<file path="src/rtl/ctrl_pkg.sv">
// ctrl_pkg: shared state type and phase index constants for the phase sequencer.
package ctrl_pkg;
    typedef enum logic {IDLE, RUN} phase_state_t;
    localparam int PH_FETCH = 0;
endpackage

</file>
<file path="src/rtl/rst_sync.sv">
// rst_sync: shifts n_rst through an unreset flop chain and pulses on the release edge.
module rst_sync #(
    parameter int SYNC_STAGES = 3
) (
    input  logic clk,
    input  logic n_rst,
    output logic rel
);
    logic [SYNC_STAGES-1:0] sync_q, sync_d;
    always_comb sync_d = {sync_q[SYNC_STAGES-2:0], n_rst};
    always_ff @(posedge clk) sync_q <= sync_d;
    // Oldest stage still low while the next one has seen the released reset.
    assign rel = sync_q[SYNC_STAGES-2] & ~sync_q[SYNC_STAGES-1];
endmodule

</file>
<file path="src/rtl/phase_seq_gen.sv">
// phase_seq_gen: one-hot instruction-phase sequencer with stall, early finish,
// single-step, halt/restart and a retired-instruction counter.
module phase_seq_gen
    import ctrl_pkg::*;
#(
    parameter int NPHASE      = 5,
    parameter int SYNC_STAGES = 3,
    parameter int AUTO_START  = 1,
    parameter int CNT_W       = 16
) (
    input  logic              clk,
    input  logic              n_rst,
    input  logic              hlt,
    input  logic              go,
    input  logic              step_mode,
    input  logic              stall,
    input  logic              fin,
    output logic [NPHASE-1:0] phase,
    output logic              cyc_start,
    output logic              running,
    output logic [CNT_W-1:0]  icount
);
    localparam logic [NPHASE-1:0] PH0 = NPHASE'(1) << PH_FETCH;
    phase_state_t      state_q, state_d;
    logic [NPHASE-1:0] phase_q, phase_d;
    logic [CNT_W-1:0]  icount_q, icount_d;
    logic              rel, start, done;
    rst_sync #(.SYNC_STAGES(SYNC_STAGES)) u_rst_sync (
        .clk   (clk),
        .n_rst (n_rst),
        .rel   (rel)
    );
    assign start = ((AUTO_START != 0) && rel) || go;
    assign done  = fin | phase_q[NPHASE-1];
    always_comb begin
        state_d  = state_q;
        phase_d  = phase_q;
        icount_d = icount_q;
        if (hlt) begin
            state_d = IDLE;
            phase_d = '0;
        end else if (state_q == IDLE) begin
            if (start) begin
                state_d = RUN;
                phase_d = PH0;
            end
        end else if (!stall) begin
            if (done) begin
                icount_d = icount_q + CNT_W'(1);
                state_d  = step_mode ? IDLE : RUN;
                phase_d  = step_mode ? '0 : PH0;
            end else begin
                phase_d = {phase_q[NPHASE-2:0], phase_q[NPHASE-1]};
            end
        end
    end
    always_ff @(posedge clk or negedge n_rst) begin
        if (!n_rst) begin
            state_q  <= IDLE;
            phase_q  <= '0;
            icount_q <= '0;
        end else begin
            state_q  <= state_d;
            phase_q  <= phase_d;
            icount_q <= icount_d;
        end
    end
    assign phase     = phase_q;
    assign running   = (state_q == RUN);
    assign cyc_start = phase_q[PH_FETCH] & ~stall;
    assign icount    = icount_q;
    a_phase_shape: assert property (@(posedge clk) disable iff (!n_rst)
        (state_q == RUN) ? $onehot(phase_q) : (phase_q == '0));
endmodule

</file>
<file path="config.mk">
export PLATFORM = sky130hd
export DESIGN_NAME = phase_seq_gen
export DESIGN_NICKNAME = d
export VERILOG_FILES = /design/src/rtl/ctrl_pkg.sv /design/src/rtl/rst_sync.sv /design/src/rtl/phase_seq_gen.sv
export SDC_FILE = /design/constraint.sdc
export NUM_CORES = 1
export LEC_CHECK = 0
export BUFFER_PORTS_ARGS = -buffer_cell sky130_fd_sc_hd__buf_2
export CORE_MARGIN = 2
export CORE_UTILIZATION = 30
export DETAILED_ROUTE_END_ITERATION = 6
export HOLD_SLACK_MARGIN = 0.06
export PLACE_DENSITY = 0.48
export SKIP_CTS_REPAIR_TIMING = 1
export SLEW_MARGIN = 20
export SYNTH_ARGS = -nofsm -noshare
export SYNTH_HDL_FRONTEND = slang
export SYNTH_SLANG_ARGS = --single-unit
</file>
<file path="constraint.sdc">
create_clock -name clk -period 4.2 [get_ports clk]
set_input_delay 0.21 -clock clk [delete_from_list [all_inputs] [get_ports clk]]
set_output_delay 0.21 -clock clk [all_outputs]
set_load 0.01 [all_outputs]
</file>
Word-level counts from Yosys, hierarchy flattened
Index checks and enable logic that the tools add are counted.
Word-level totals
  bits in registers: 25
Cells by class
  equality and inequality tests: 1
  add/sub/neg operators: 1
  reduce and logical (&&, ||, !) cells: 4
  mux-type cells: 12
  bitwise logic cells: 6
Operators with widths (number)
  two-way mux 5 bit: 5
  adder 16 x 1 -> 16 bit, second input constant: 1
  two-way mux 1 bit: 7
  AND reduction 4 bit: 1
  inequality test 3 bit, second input constant: 1
  inverter 1 bit: 3
  nonzero test 3 bit: 1
  bitwise AND 1 bit: 2
  AND reduction 2 bit: 1
  logical OR 1 bit: 1
  bitwise OR 1 bit: 1

Logic depth before layout (Yosys ltp)
Gate-level depths: netlist of run 1.
  depth after elaboration: 6
  gate-level depth with buffers: 5
  depth with buffers taken out: 4

Hierarchy
A second synthesis of run 1 with hierarchy kept.
Unflattened totals
  cell total of the unflattened synthesis: 94
  area total of the unflattened synthesis: 1101.1 um^2
By module, submodules not included
  phase_seq_gen: area each 1027.2 um^2, instances 1, seq. area each 550.5 um^2, cells an instance 90
  rst_sync: area each 73.8 um^2, instances 1, seq. area each 60.1 um^2, cells an instance 4

Least setup slack after synthesis of run 1
Ideal clock, no wire load.
  kind: register to register
  start: register state_q (netlist: running)
  end: register phase_q[0] (netlist: phase[0])
  setup time: 125 ps
  cell stages (with the launch flop): 5
  slack: 2774 ps
  arrival: 1302 ps
  path through: dfrtp_1 -> nor2_1 -> o21ai_0 -> a21oi_2 -> mux2_2
Between the ends
  longest elaborated chain between the ends: 2
RTL lines
  from (decl): line phase_seq_gen.sv:24  | phase_state_t state_q, state_d;
  from (signal assigned): line phase_seq_gen.sv:63  | state_q <= state_d;
  inequality test 3 bit (no source line) (tied with other cells)
  AND reduction 2 bit (no source line) / two-way mux 5 bit (equally long branches)
  to (signal assigned): line phase_seq_gen.sv:64  | phase_q <= phase_d;
  to (decl): line phase_seq_gen.sv:25  | logic [NPHASE-1:0] phase_q, phase_d;
Parallel ways exist; a longest one is shown, timed or not.
A chain may end at the register's enable or synchronous reset.

Worst setup path in the final report of run 1
Ends and elaborated chain as after synthesis.

==> results of run 1 <==
-- registers in the layout (all words and copies together) (netlist names) --
register and flops:
running 1, phase 5, u_rst_sync.sync_q 3, icount 16
-- power groups by stage --
stage,Clock [mW],Sequential (mW),Combinational [mW]
final,0.136,0.278,0.0749
after global routing,0.155,0.282,0.0856
after CTS,0.143,0.279,0.0766
after detailed placement,0,0.284,0.0771
after global placement,0,0.283,0.0749
after floorplan,0,0.289,0.0373
-- routing by layer --
layer,up-vias,routed length [um],GRT usage
li1,383,-,-
met4,0,27,0.04787
met2,12,1017,0.1727
met5,-,0,0
met3,2,56,0.02604
met1,384,914,0.1390
-- layout make-up --
type / count / area [um^2] / area share
Clock buffer: 4 / 45.04 / 0.03321
Inverter: 5 / 18.77 / 0.01384
Multi-Input combinational cell: 62 / 466.7 / 0.3441
Sequential cell: 25 / 610.6 / 0.4502
Tap cell: 48 / 60.06 / 0.04428
Timing Repair Buffer: 30 / 155.1 / 0.1144
-- metrics by stage --
step                  util  instances  setup slack (ps)  power [mW]
CTS                 0.3734        173              2685      0.4993
global placement    0.3609        169              2712      0.3576
global route        0.3761        174              2530      0.5224
finish              0.3761        174              2702      0.4890
detailed placement  0.3609        169              2705      0.3611
floorplan                -         94              2774      0.3267
-- cells in the mapped netlist --
cell type / instances
dfrtp_1: 22
a21oi_2: 1
mux2_2: 2
xnor2_1: 13
and4_1: 2
buf_2: 1
nand4_1: 4
nor3_1: 1
nor4_4: 1
mux2i_1: 4
and2_1: 1
ha_1: 1
o21ai_0: 1
dfxtp_1: 3
and2b_2: 1
and3_1: 4
xor2_1: 2
nor4b_4: 1
nor2_1: 3
nor4b_1: 1
buf_6: 1
nand3_1: 5
inv_1: 5
nand2b_2: 1
nor3b_1: 2
o21a_1: 1
nand2_1: 10
-- worst min path at each step --
stage | startpoint | endpoint | cells after the start
2_1_floorplan | n_rst | icount[0] | 0
3_3_place_gp | n_rst | icount[0] | 1
3_5_place_dp | n_rst | icount[0] | 1
4_1_cts | n_rst | icount[0] | 1
5_1_grt | hlt | running | 2
6_report | hlt | running | 2
-- worst register-to-register path, delay by kind of cell, from the launching register on --
| kind | cells | cell delay [ps] |
|---|---|---|
| AOI/OAI and AO/OA | 2 | 460 |
| muxes | 1 | 380 |
| DFF | 1 | 440 |
| and+or+nand+nor | 1 | 120 |
-- logic make-up (layout without fill, tap and decap cells) --
family	after synthesis	after routing	synth area share
buffers and inverters	7	39	0.03149
multiplexers	6	6	0.05624
flip-flops	25	25	0.5489
XOR/XNOR	15	15	0.1181
AND/OR/NAND/NOR	37	37	0.2148
AO/OA/AOI/OAI	3	3	0.01912
adder cells (fa/ha/maj)	1	1	0.01125
==> flow_summary.toml, run 1 <==
[status]
status = "finished, final reports clean"

[sta]
tightestPinTransition_ps = 640.9
min_period_ps = 1498
max_freq_mhz = 667.5
setup_viol_count_final = 0
period_share = 0.3567
finalClockSkew_ps = 3.134
hold_slack_ps = 267.2
hold_viol = 0
slew_headroom = 0.5667
fin_setup_tns_ps = 0
rsz0062_at_grt = "false"
slew_violations = 0

[yosys]
synth_area_per_cell_um2 = 11.83
ys_seq_elements = 25
synth_top_area_frac = 0.4949
synthTopCellsByArea = "dfrtp_1, xnor2_1, dfxtp_1"
synthCells = 94
syn_nets = 102
syn_area_um2 = 1112
synth_largest_area_cell = "dfrtp_1"
ys_seq_area_frac = 0.5489
synth_cell_types = 27
ys_warn_count = 0

[setup_path]
r2r_setup_slack_ps = 2700
crit_arrival_ps = 1650
slowest_delay_ps = 440
r2r_cells = 4
crit_start = "running"
critical-path-top-delay-family = "compound AO/OA/AOI/OAI gates"
r2r-start = "running"
crit_chain = "nor2_1, o21ai_0, a21oi_2, mux2_2"
worstPathRequired_ps = 4350
setup.worst_path.end = "phase[0]"
r2r_end = "phase[0]"
cp_slowest_cell = "dfrtp_1"
path_buf_inv = 0
worstSetupStartpointType = "flip-flop"
critical_path_depth = 4
cp-end-kind = "flip-flop"
critPathMaxFanout = 6
path_class = "flip-flop to flip-flop"

[floorplan]
die_w_um = 64.89
ios = 30
dieArea_um2 = 4211
die_h_um = 64.89
rows = 22
coreArea_um2 = 3606
start_util = 0.3085

[route]
viasPerCell = 4.489
drt_iter0_markers = 22
vias = 781
antenna_left = 0
drc = 0
drt_pass1_iterations = 4
wl_per_cell_um = 11.59
routed_wl_mm = 2.016

[power_and_ir_drop]
clkPwrFrac = 0.277
p_switching_uw = 126.9
powerDensity_nw_per_um2 = 360.5
peakVddDrop_mv = 0.1504
leakagePower_nw = 0.6520
p_seq_frac = 0.570
p_int_uw = 362.1
switching_share = 0.2594
combPwrFrac = 0.153

[layout]
fin_area_um2 = 1356
final_nets = 135
final_common_cell = "buf_2"
fillCellCount = 367
diodes = 0
layout_common_cells = "buf_2, dfrtp_1, xnor2_1"
drive_gt1_frac = 0.3095
syn_to_final_growth_pct = 21.93

[clock_network]
cts_made_buffers = 3
clk_latency_ps = 260
htreeDepth = 1
cts_tree = "done"
cts_sinks = 25
clockRootBuffer = "clkbuf_8"
clk_pin_slew_ps = 80
cts.path.max_buffers = 2

[placement]
postPlaceCellArea_um2 = 1301
dp_hpwl_mm = 1.515
io_buffer_count = 29
gp_congestion = 0.7069

[hold_path]
hold_path.class = "primary input to flip-flop"

[global_route]
grtUsageTotal = 0.1084
grt_pass1_wl_mm = 3.519
grt_start_max_net_pins = 24
antenna_found_initial = 0
gr-total-overflow = 0
grt_pass1_vias = 775

[run]
drv_cap = 0
No activity file was read; power rests on OpenSTA's default activity.
==> run 2: changes to the inputs <==
PLACE_DENSITY = 0.49   (was 0.48)
clock period = 1.3 ns   (was 4.2 ns; I/O delays follow)
==> run 2 against run 1 <==
- die area did not move
- sequential power rose to 3.2 times the previous value
- first-iteration DRC count fell by 4.5%
- final cell count rose by 10%
- hold slack got worse by 150 ps
- global-route usage rose by 0.66 points
- combinational power rose to 5.1 times the previous value
- sequential cell count did not move
- critical path type unchanged
- critical endpoint is now icount[15]
- largest power group unchanged
- highest routed layer unchanged
==> flow_summary.toml, run 2 (synthesis results as in run 1) <==
[route]
antenna_left = 0
wl_met2_mm = 1.118
drt_pass1_iterations = 4
wl_met3_um = 59
routed_wl_mm = 2.232
vias = 843
drc = 0
viasPerCell = 4.391
wl_met1_mm = 1.045
wl_per_cell_um = 11.63
highest_layer = "met4"
drt_iter0_markers = 21

[global_route]
grt_pass1_wl_mm = 3.719
gr-total-overflow = 0
antenna_found_initial = 0
grt_start_max_net_pins = 14
grtUsageTotal = 0.1150
grt_pass1_vias = 805

[clock_network]
cts_sinks = 25
htreeDepth = 1
clk_pin_slew_ps = 80
cts.path.max_buffers = 2
clockRootBuffer = "clkbuf_8"
cts_tree = "done"
cts_made_buffers = 3
clk_latency_ps = 260

[floorplan]
rows = 22
coreArea_um2 = 3606
ios = 30
dieArea_um2 = 4211
die_w_um = 64.89
start_util = 0.3085
die_h_um = 64.89

[setup_path]
cp-end-kind = "flip-flop"
worstSetupStartpointType = "flip-flop"
crit_arrival_ps = 1450
worstPathRequired_ps = 1450
path_class = "flip-flop to flip-flop"
critPathMaxFanout = 7

[sta]
min_period_ps = 1294
fin_setup_tns_ps = 0
setup_viol_count_final = 0
finalClockSkew_ps = 1.897
period_share = 0.9955
slew_headroom = 0.8234
layout_setup_ws_ps = 5.794
slew_violations = 0
rsz0062_at_grt = "true"
max_freq_mhz = 772.7
tightestPinTransition_ps = 262.9
hold_viol = 0

[layout]
fin_cells = 192
drive_gt1_frac = 0.4444
diodes = 0
fillCellCount = 355
layout_common_cells = "buf_2, dfrtp_1, buf_4"
final_nets = 153
largest_reg_flops = 16
syn_to_final_growth_pct = 38.02
final_common_cell = "buf_2"
fin_util = 0.4257

[power_and_ir_drop]
leakagePower_nw = 0.7577
powerDensity_nw_per_um2 = 1113
peakVddDrop_mv = 0.5399

[hold_path]
hold_path.class = "primary input to flip-flop"

[placement]
dp_hpwl_mm = 1.734
io_buffer_count = 29
gp_congestion = 0.8239
dp_slack_ps = -19.48
placedCellCount = 184

[status]
status = "finished, final reports clean"

[run]
drv_cap = 0
==> run 2: cell types whose count changed in the layout (fill, tap and decap cells not counted), sizes merged <==
| cell | delta |
|---|---|
| buf | +18 |
==> run 2: metal layers <==
metal / vias up / GRT usage
li1: 418 / -
met2: 15 / 0.1843
met4: 0 / 0.04787
met3: 2 / 0.02604
met5: - / 0
met1: 408 / 0.1491
==> run 2: critical path, stage by stage (launching register included) <==
cell,delay (ps)
dfrtp_2,410
nor2_4,70
nor4_4,270
buf_6,170
nand4_1,120
xnor2_1,150
==> run 2: worst paths after layout <==
| check | slack [ps] | cells past startpoint | from | to |
|---|---|---|---|---|
| worst max register to register | 6 | 5 | phase[4] | icount[15] |
| worst min-delay path | 120 | 2 | hlt | running |
| worst max-delay path | 6 | 5 | phase[4] | icount[15] |
| worst min register to register | 330 | 0 | u_rst_sync.sync_q[0] | u_rst_sync.sync_q[1] |
| max in group asynchronous | 660 | 3 | n_rst | running |
| min in group asynchronous | 190 | 2 | n_rst | icount[2] |
==> run 2: power by group <==
group / switching [mW] / total [mW] / internal [mW]
clock network: 0.223 / 0.441 / 0.219
registers: 0.0483 / 0.885 / 0.836
logic: 0.171 / 0.383 / 0.212
total: 0.443 / 1.71 / 1.27
==> run 2: layout make-up <==
class                   count  area (um^2)  area share
clock buffers               4        45.04     0.02934
inverters                   5        18.77     0.01222
multi-input cells          62        493.0      0.3211
flip-flops and latches     25        613.1      0.3993
well taps                  48        60.06     0.03912
repair buffers             48        305.3      0.1989
==> run 2: per-stage QoR <==
step / instance area (um^2) / total power, mW / hold WS, ps
after detailed placement: 1428 / 1.210 / -55.69
after CTS: 1473 / 1.656 / -345.0
final: 1535 / 1.709 / 121.6
after global routing: 1535 / 1.810 / 115.9
after floorplan: 1126 / 1.061 / -230.6
after global placement: 1428 / 1.206 / -52.27
